==> config.mk <==
export PLATFORM = sky130hd
export DESIGN_NAME = fetch_sequencer
export DESIGN_NICKNAME = d
export VERILOG_FILES = /design/src/rtl/fetch_sequencer.sv
export SDC_FILE = /design/constraint.sdc
export NUM_CORES = 1
export LEC_CHECK = 0
export CORE_MARGIN = 3
export CORE_UTILIZATION = 40
export CTS_CLUSTER_SIZE = 12
export DETAILED_ROUTE_END_ITERATION = 8
export PLACE_DENSITY = 0.75
export SYNTH_ARGS = -nofsm -noshare
export SYNTH_HDL_FRONTEND = slang
export SYNTH_SLANG_ARGS = --single-unit
==> constraint.sdc <==
create_clock -name clk -period 4.2 [get_ports clk]
set_input_delay 0.84 -clock clk [delete_from_list [all_inputs] [get_ports clk]]
set_output_delay 0.84 -clock clk [all_outputs]
set_load 0.005 [all_outputs]
==> src/rtl/fetch_sequencer.sv <==
// Instruction-fetch sequencer: owns the fetch PC and ROM select, classifies each
// fetched word as compressed or 32-bit, and feeds decode through a valid/ready register.
module fetch_sequencer #(
    parameter int                ADDR_W   = 12,
    parameter logic [ADDR_W-1:0] ISR_BASE = '0
) (
    input  logic              clk,
    input  logic              rst,
    output logic [ADDR_W-1:0] mem_addr,
    output logic              mem_sel_isr,
    input  logic [31:0]       mem_inst,
    output logic              out_valid,
    input  logic              out_ready,
    output logic [31:0]       out_inst,
    output logic [ADDR_W-1:0] out_pc,
    output logic              out_is_c,
    output logic              out_isr,
    input  logic              redirect_valid,
    input  logic [ADDR_W-1:0] redirect_addr,
    input  logic              int_req,
    input  logic              iret,
    output logic              in_isr
);

    localparam logic [0:0] ST_NORMAL = 1'b0;
    localparam logic [0:0] ST_ISR    = 1'b1;

    logic [0:0]        state_q, state_d;
    logic [ADDR_W-1:0] pc_q, pc_d;
    logic [ADDR_W-1:0] epc_q, epc_d;
    logic              int_pending_q, int_pending_d;
    logic              out_valid_q, out_valid_d;
    logic [31:0]       out_inst_q, out_inst_d;
    logic [ADDR_W-1:0] out_pc_q, out_pc_d;
    logic              out_is_c_q, out_is_c_d;
    logic              out_isr_q, out_isr_d;

    logic load;
    logic fetch_is_c;

    assign load       = !out_valid_q || out_ready;
    assign fetch_is_c = (mem_inst[1:0] != 2'b11);

    always_comb begin
        state_d       = state_q;
        pc_d          = pc_q;
        epc_d         = epc_q;
        int_pending_d = int_pending_q | int_req;
        out_valid_d   = out_valid_q;
        out_inst_d    = out_inst_q;
        out_pc_d      = out_pc_q;
        out_is_c_d    = out_is_c_q;
        out_isr_d     = out_isr_q;

        if (redirect_valid) begin
            // Redirect stays within the current ROM; a coincident iret is dropped.
            pc_d        = {redirect_addr[ADDR_W-1:1], 1'b0};
            out_valid_d = 1'b0;
        end else if (iret && state_q == ST_ISR) begin
            pc_d        = epc_q;
            state_d     = ST_NORMAL;
            out_valid_d = 1'b0;
        end else if (state_q == ST_NORMAL && int_pending_q && load) begin
            // The instruction at pc has not been delivered yet, so it is the return point.
            epc_d         = pc_q;
            pc_d          = ISR_BASE;
            state_d       = ST_ISR;
            int_pending_d = 1'b0;
            out_valid_d   = 1'b0;
        end else if (load) begin
            out_inst_d  = mem_inst;
            out_pc_d    = pc_q;
            out_isr_d   = state_q;
            out_is_c_d  = fetch_is_c;
            out_valid_d = 1'b1;
            pc_d        = pc_q + (fetch_is_c ? ADDR_W'(2) : ADDR_W'(4));
        end
    end

    always_ff @(posedge clk) begin
        if (rst) begin
            state_q       <= ST_NORMAL;
            pc_q          <= '0;
            epc_q         <= '0;
            int_pending_q <= 1'b0;
            out_valid_q   <= 1'b0;
            out_inst_q    <= '0;
            out_pc_q      <= '0;
            out_is_c_q    <= 1'b0;
            out_isr_q     <= 1'b0;
        end else begin
            state_q       <= state_d;
            pc_q          <= pc_d;
            epc_q         <= epc_d;
            int_pending_q <= int_pending_d;
            out_valid_q   <= out_valid_d;
            out_inst_q    <= out_inst_d;
            out_pc_q      <= out_pc_d;
            out_is_c_q    <= out_is_c_d;
            out_isr_q     <= out_isr_d;
        end
    end

    assign mem_addr    = pc_q;
    assign mem_sel_isr = state_q;
    assign in_isr      = state_q;
    assign out_valid   = out_valid_q;
    assign out_inst    = out_inst_q;
    assign out_pc      = out_pc_q;
    assign out_is_c    = out_is_c_q;
    assign out_isr     = out_isr_q;

endmodule

# Word level (Yosys, flattened, before mapping)
# Index checks and enable logic that the tools add are counted.
[op_classes]
n_mul = 0
div_mod_pow = 0
addsub = 1
n_lt_le_gt_ge = 0
bitwise_logic = 5
reduce_logical = 13
shift = 0
eq_ne = 1
n_mux = 10
[ops]
columns = ["operator", "count"]
rows = [
  ["12-bit two-way mux", 4],
  ["12-bit by 3-bit adder with 12-bit output", 1],
  ["1-bit two-way mux", 5],
  ["1-bit NOT", 4],
  ["4-bit AND reduction", 1],
  ["4-bit nonzero test", 1],
  ["4-bit OR reduction", 1],
  ["1-bit logical AND", 3],
  ["3-bit two-way mux", 1],
  ["3-bit AND reduction", 1],
  ["3-bit nonzero test", 1],
  ["2-bit inequality test, second input constant", 1],
  ["2-bit AND reduction", 1],
  ["2-bit nonzero test", 1],
  ["2-bit OR reduction", 1],
  ["1-bit zero test", 1],
  ["1-bit logical OR", 1],
  ["1-bit OR", 1],
]
[word_totals]
mem_bits_ro = 0
mem_count = 0
ramBits = 0
out_inout_bits = 61
latch_bits = 0
register_bits = 73
inputBits = 50

# Depth between registers and ports, before layout
[logic_depth]
depth_word = 7
mapped_depth = 9
mapped_depth_nobuf = 9

# Worst setup path before layout
# No wires, ideal clock.
[synth_path]
path_type = "input -> register"
from = "in mem_inst[1]"
to = "reg pc_q[7] (netlist: mem_addr[7])"
arrival_ps = 2519
n_path_buf = 0
slack_ps = 1611
stages = 9
required_ps = 4130
cell_sequence = "and2_1 inv_1 ha_1 inv_1 fa_1 and4b_1 nor4bb_1 a221oi_1 a21oi_1"
[synth_between]
elab_chain_cells = 7
[synth_rtl]
columns = ["element", "line", "text"]
rows = [
  ["start: declaration", "11", "input logic [31:0] mem_inst,"],
  ["2-bit inequality test", "42", "assign fetch_is_c = (mem_inst[1:0] != 2'b11);"],
  ["named net fetch_is_c", "39", "logic fetch_is_c;"],
  ["3-bit two-way mux", "76", "pc_d = pc_q + (fetch_is_c ? ADDR_W'(2) : ADDR_W'(4));"],
  ["12-bit by 3-bit adder with 12-bit output", "76", ""],
  ["12-bit two-way mux", "70", "end else if (load) begin"],
  ["12-bit two-way mux", "63", "end else if (state_q == ST_NORMAL && int_pending_q && load) begin"],
  ["12-bit two-way mux", "59", "end else if (iret && state_q == ST_ISR) begin"],
  ["12-bit two-way mux", "55", "if (redirect_valid) begin"],
  ["end signal: assignment", "93", "pc_q <= pc_d;"],
  ["end: declaration", "29", "logic [ADDR_W-1:0] pc_q, pc_d;"],
]
# The timed path passes the listed nets, and every way through them passes these cells. The select of a mux whose other input is x is not followed.
# A chain may end at the register's enable or synchronous reset.

# Final worst setup path
# Ends and elaborated chain as after synthesis.

==> flow_summary.toml <==
[power_and_ir_drop]
vdd_drop_max_mv = 0.250
power_mw = 1.59
power_density_nw_per_um2 = 361
p_leak_nw = 1.57

[clock_tree]
cts_hold_buf = 0
htree_levels = 3
cts_tree = "built"
cts_max_path_buffers = 2
clock_latency_ns = 0.34
cts.reportedPaths.clkPinSlew_ns = 0.08
cts_resized = 0
numCtsBuffers = 9
numClockSinks = 73
postCtsSetupRepairBufs = 0
root_buffer = "clkbuf_8"

[floorplan]
core_area_um2 = 7450
fp-row-count = 31
die_h_um = 94.8
die-area_um2 = 8980
start_util = 0.423
io_pins = 111
die_w_um = 94.8

[route]
num_vias = 2997
first_pass_iters = 4
wl_per_cell_um = 14.8
drt_first_iter_violations = 199
drcViolationCount = 0
avgViaCountPerCell = 5.22
routed_wl_mm = 8.50
postRouteAntennaNets = 0

[timing]
hold_violations = 0
final-max-slew-violation-count = 0
fmax_ghz = 0.343
rsz0062_at_grt = "no"
period_share = 0.695
skew_ns = 0.00864
post-route-min-period_ns = 2.92
fin_ws_ns = 1.28
tightest_slew_ns = 0.801
finalSetupViolations = 0
max_slew_margin = 0.466
finalSetupTns_ns = 0

[finish]
fill_cells = 646
final_layout_size_suffix_gt1_frac = 0.0758
stdcell_count = 574
antennaDiodeCount = 0
layout.nets = 523
area_growth_pct = 39.7
postLayoutCoreUtil = 0.591

[setup_path]
critPathKind = "in -> reg"
path_max_fanout = 6
ff2ff_path_depth = 7
r2r_end = "mem_addr[7]$_SDFFE_PP0P_"
worstPathArrival_ns = 3.18
r2r_start = "mem_addr[1]$_SDFFE_PP0P_"
reg2reg_slack_ns = 2.02
endpoint_kind = "flop"
setup.worst_path.start_class = "input port"
startpoint = "mem_inst[1]"
worstPathRequired_ns = 4.46

[logic_synthesis]
synthesis.area_um2 = 3150
ys_seq_area_frac = 0.464
synth.distinct_cells = 45
ys_warn_count = 0
ys_ff_latch = 73
synthCells = 374
avgSynthCellArea_um2 = 8.42
syn_nets = 427

[place]
dp_cells = 558
port_buffers = 109
place_hpwl_mm = 5.82
gp_congestion = 0.816
pre_cts_ws_ns = 0.957

[global_routing]
first_global_vias = 2884
grtUsageTotal = 0.190
grt_pass1_wl_mm = 13.5
grt_antenna_before_repair = 0
grt_max_degree = 47
overflow = 0

[min_path]
hold_start = "out_inst[7]$_SDFFE_PP0P_"
hold_class = "reg -> reg"
whs_endpoint = "out_inst[7]$_SDFFE_PP0P_"
hold_depth = 2

[run]
max_cap_violations = 0

[outcome]
outcome = "finished clean"
## layer usage
| layer | track usage | wire [um] |
|---|---|---|
| met1 | 0.234 | 3650 |
| met3 | 0.0622 | 697 |
| met5 | 0 | 0 |
| met4 | 0.0601 | 98 |
| met2 | 0.316 | 4050 |
## cells in the mapped netlist
library cell	n	share of area
nor3_1	4	0.0064
o221ai_1	8	0.022
nand4bb_1	1	0.0036
a21oi_1	58	0.092
and4b_1	1	0.0032
o21a_1	1	0.0024
a22oi_1	2	0.0048
nand3_1	4	0.0064
nor2_1	17	0.020
and4_1	2	0.0056
buf_6	10	0.036
o31ai_1	1	0.0024
buf_2	3	0.0048
xnor2_1	1	0.0028
dfxtp_1	73	0.46
nor4bb_1	1	0.0032
and2_1	1	0.0020
fa_1	1	0.0064
nand2b_1	3	0.0060
nor4_1	3	0.0060
a211oi_1	5	0.012
and3_1	3	0.0060
clkbuf_1	15	0.018
o21ai_0	5	0.0079
nor2b_1	4	0.0079
nand2_1	89	0.11
a31oi_1	6	0.012
a21o_1	4	0.0095
inv_1	8	0.0095
o31a_1	2	0.0056
nand4b_1	1	0.0028
mux2i_1	12	0.038
buf_4	2	0.0048
o211ai_1	1	0.0024
nand2_2	10	0.020
ha_1	2	0.0079
a221oi_1	2	0.0056
or4_1	1	0.0024
nand3b_1	1	0.0024
nand4_1	1	0.0020
and2_4	1	0.0028
xor2_1	1	0.0028
nor3b_1	1	0.0024
nor4_4	1	0.0068
nor3_2	1	0.0032
## area by class of cell
type / instances / area, um^2 / share of cell area
clock buffers: 9 / 124 / 0.0281
repair buffers: 115 / 1130 / 0.257
well taps: 99 / 124 / 0.0281
clock inverters: 7 / 70.1 / 0.0159
inverters: 8 / 30.0 / 0.00682
flip-flops and latches: 73 / 1460 / 0.332
multi-input cells: 263 / 1460 / 0.332
## cell families after synthesis
kind of cell,Yosys count,synth area share
AOI/OAI and AO/OA,95,0.179
and+or+nand+nor,151,0.227
DFF,73,0.464
xor gates and xnor gates,2,0.00556
buffers and inverters,38,0.0727
adders and majority gates,3,0.0143
muxes,12,0.0381
## critical path, cell delays in order
cell and delay, ns:
clkdlybuf4s50_1 0.41, and2_1 0.20, inv_1 0.11, ha_1 0.18
inv_1 0.05, fa_1 0.41, and4b_1 0.39, nor4bb_1 0.31
a221oi_1 0.11, a21oi_1 0.16
## cells in the final DEF (no fill, tap or decap), types with 5 or more instances in the layout
cell	n
clkbuf_8	9
nand2_1	89
inv_1	8
a21oi_1	58
dfxtp_1	73
a211oi_1	5
buf_4	6
a31oi_1	6
nand2_2	10
o221ai_1	8
mux2i_1	12
o21ai_0	5
clkdlybuf4s50_1	108
nor2_1	17
## flip-flops by register name, summed over array words and instances, names as in the netlist
signal / count
int_pending_q: 1
out_is_c: 1
out_pc: 12
epc_q: 12
in_isr: 1
out_valid: 1
mem_addr: 12
out_isr: 1
out_inst: 32
## report_power, final
| part | switching (mW) | total [mW] | internal, mW |
|---|---|---|---|
| sequential | 0.0372 | 0.769 | 0.732 |
| combinational | 0.125 | 0.277 | 0.152 |
| clock | 0.267 | 0.541 | 0.274 |
| total | 0.430 | 1.59 | 1.16 |
## stage by stage
stage,area (um^2),hold WS [ns]
5_1_grt,4400,0.471
6_report,4400,0.454
2_1_floorplan,3150,0.439
4_1_cts,4400,0.457
3_3_place_gp,4210,0.441
3_5_place_dp,4210,0.446
## worst max path at each step
stage	cells past startpoint	endpoint
final	10	mem_addr[7]$_SDFFE_PP0P_
after global routing	10	mem_addr[7]$_SDFFE_PP0P_
after global placement	10	mem_addr[7]$_SDFFE_PP0P_
after CTS	10	mem_addr[7]$_SDFFE_PP0P_
after floorplan	9	mem_addr[7]$_SDFFE_PP0P_
after detailed placement	10	mem_addr[7]$_SDFFE_PP0P_
(Power assumes the default switching activity.)
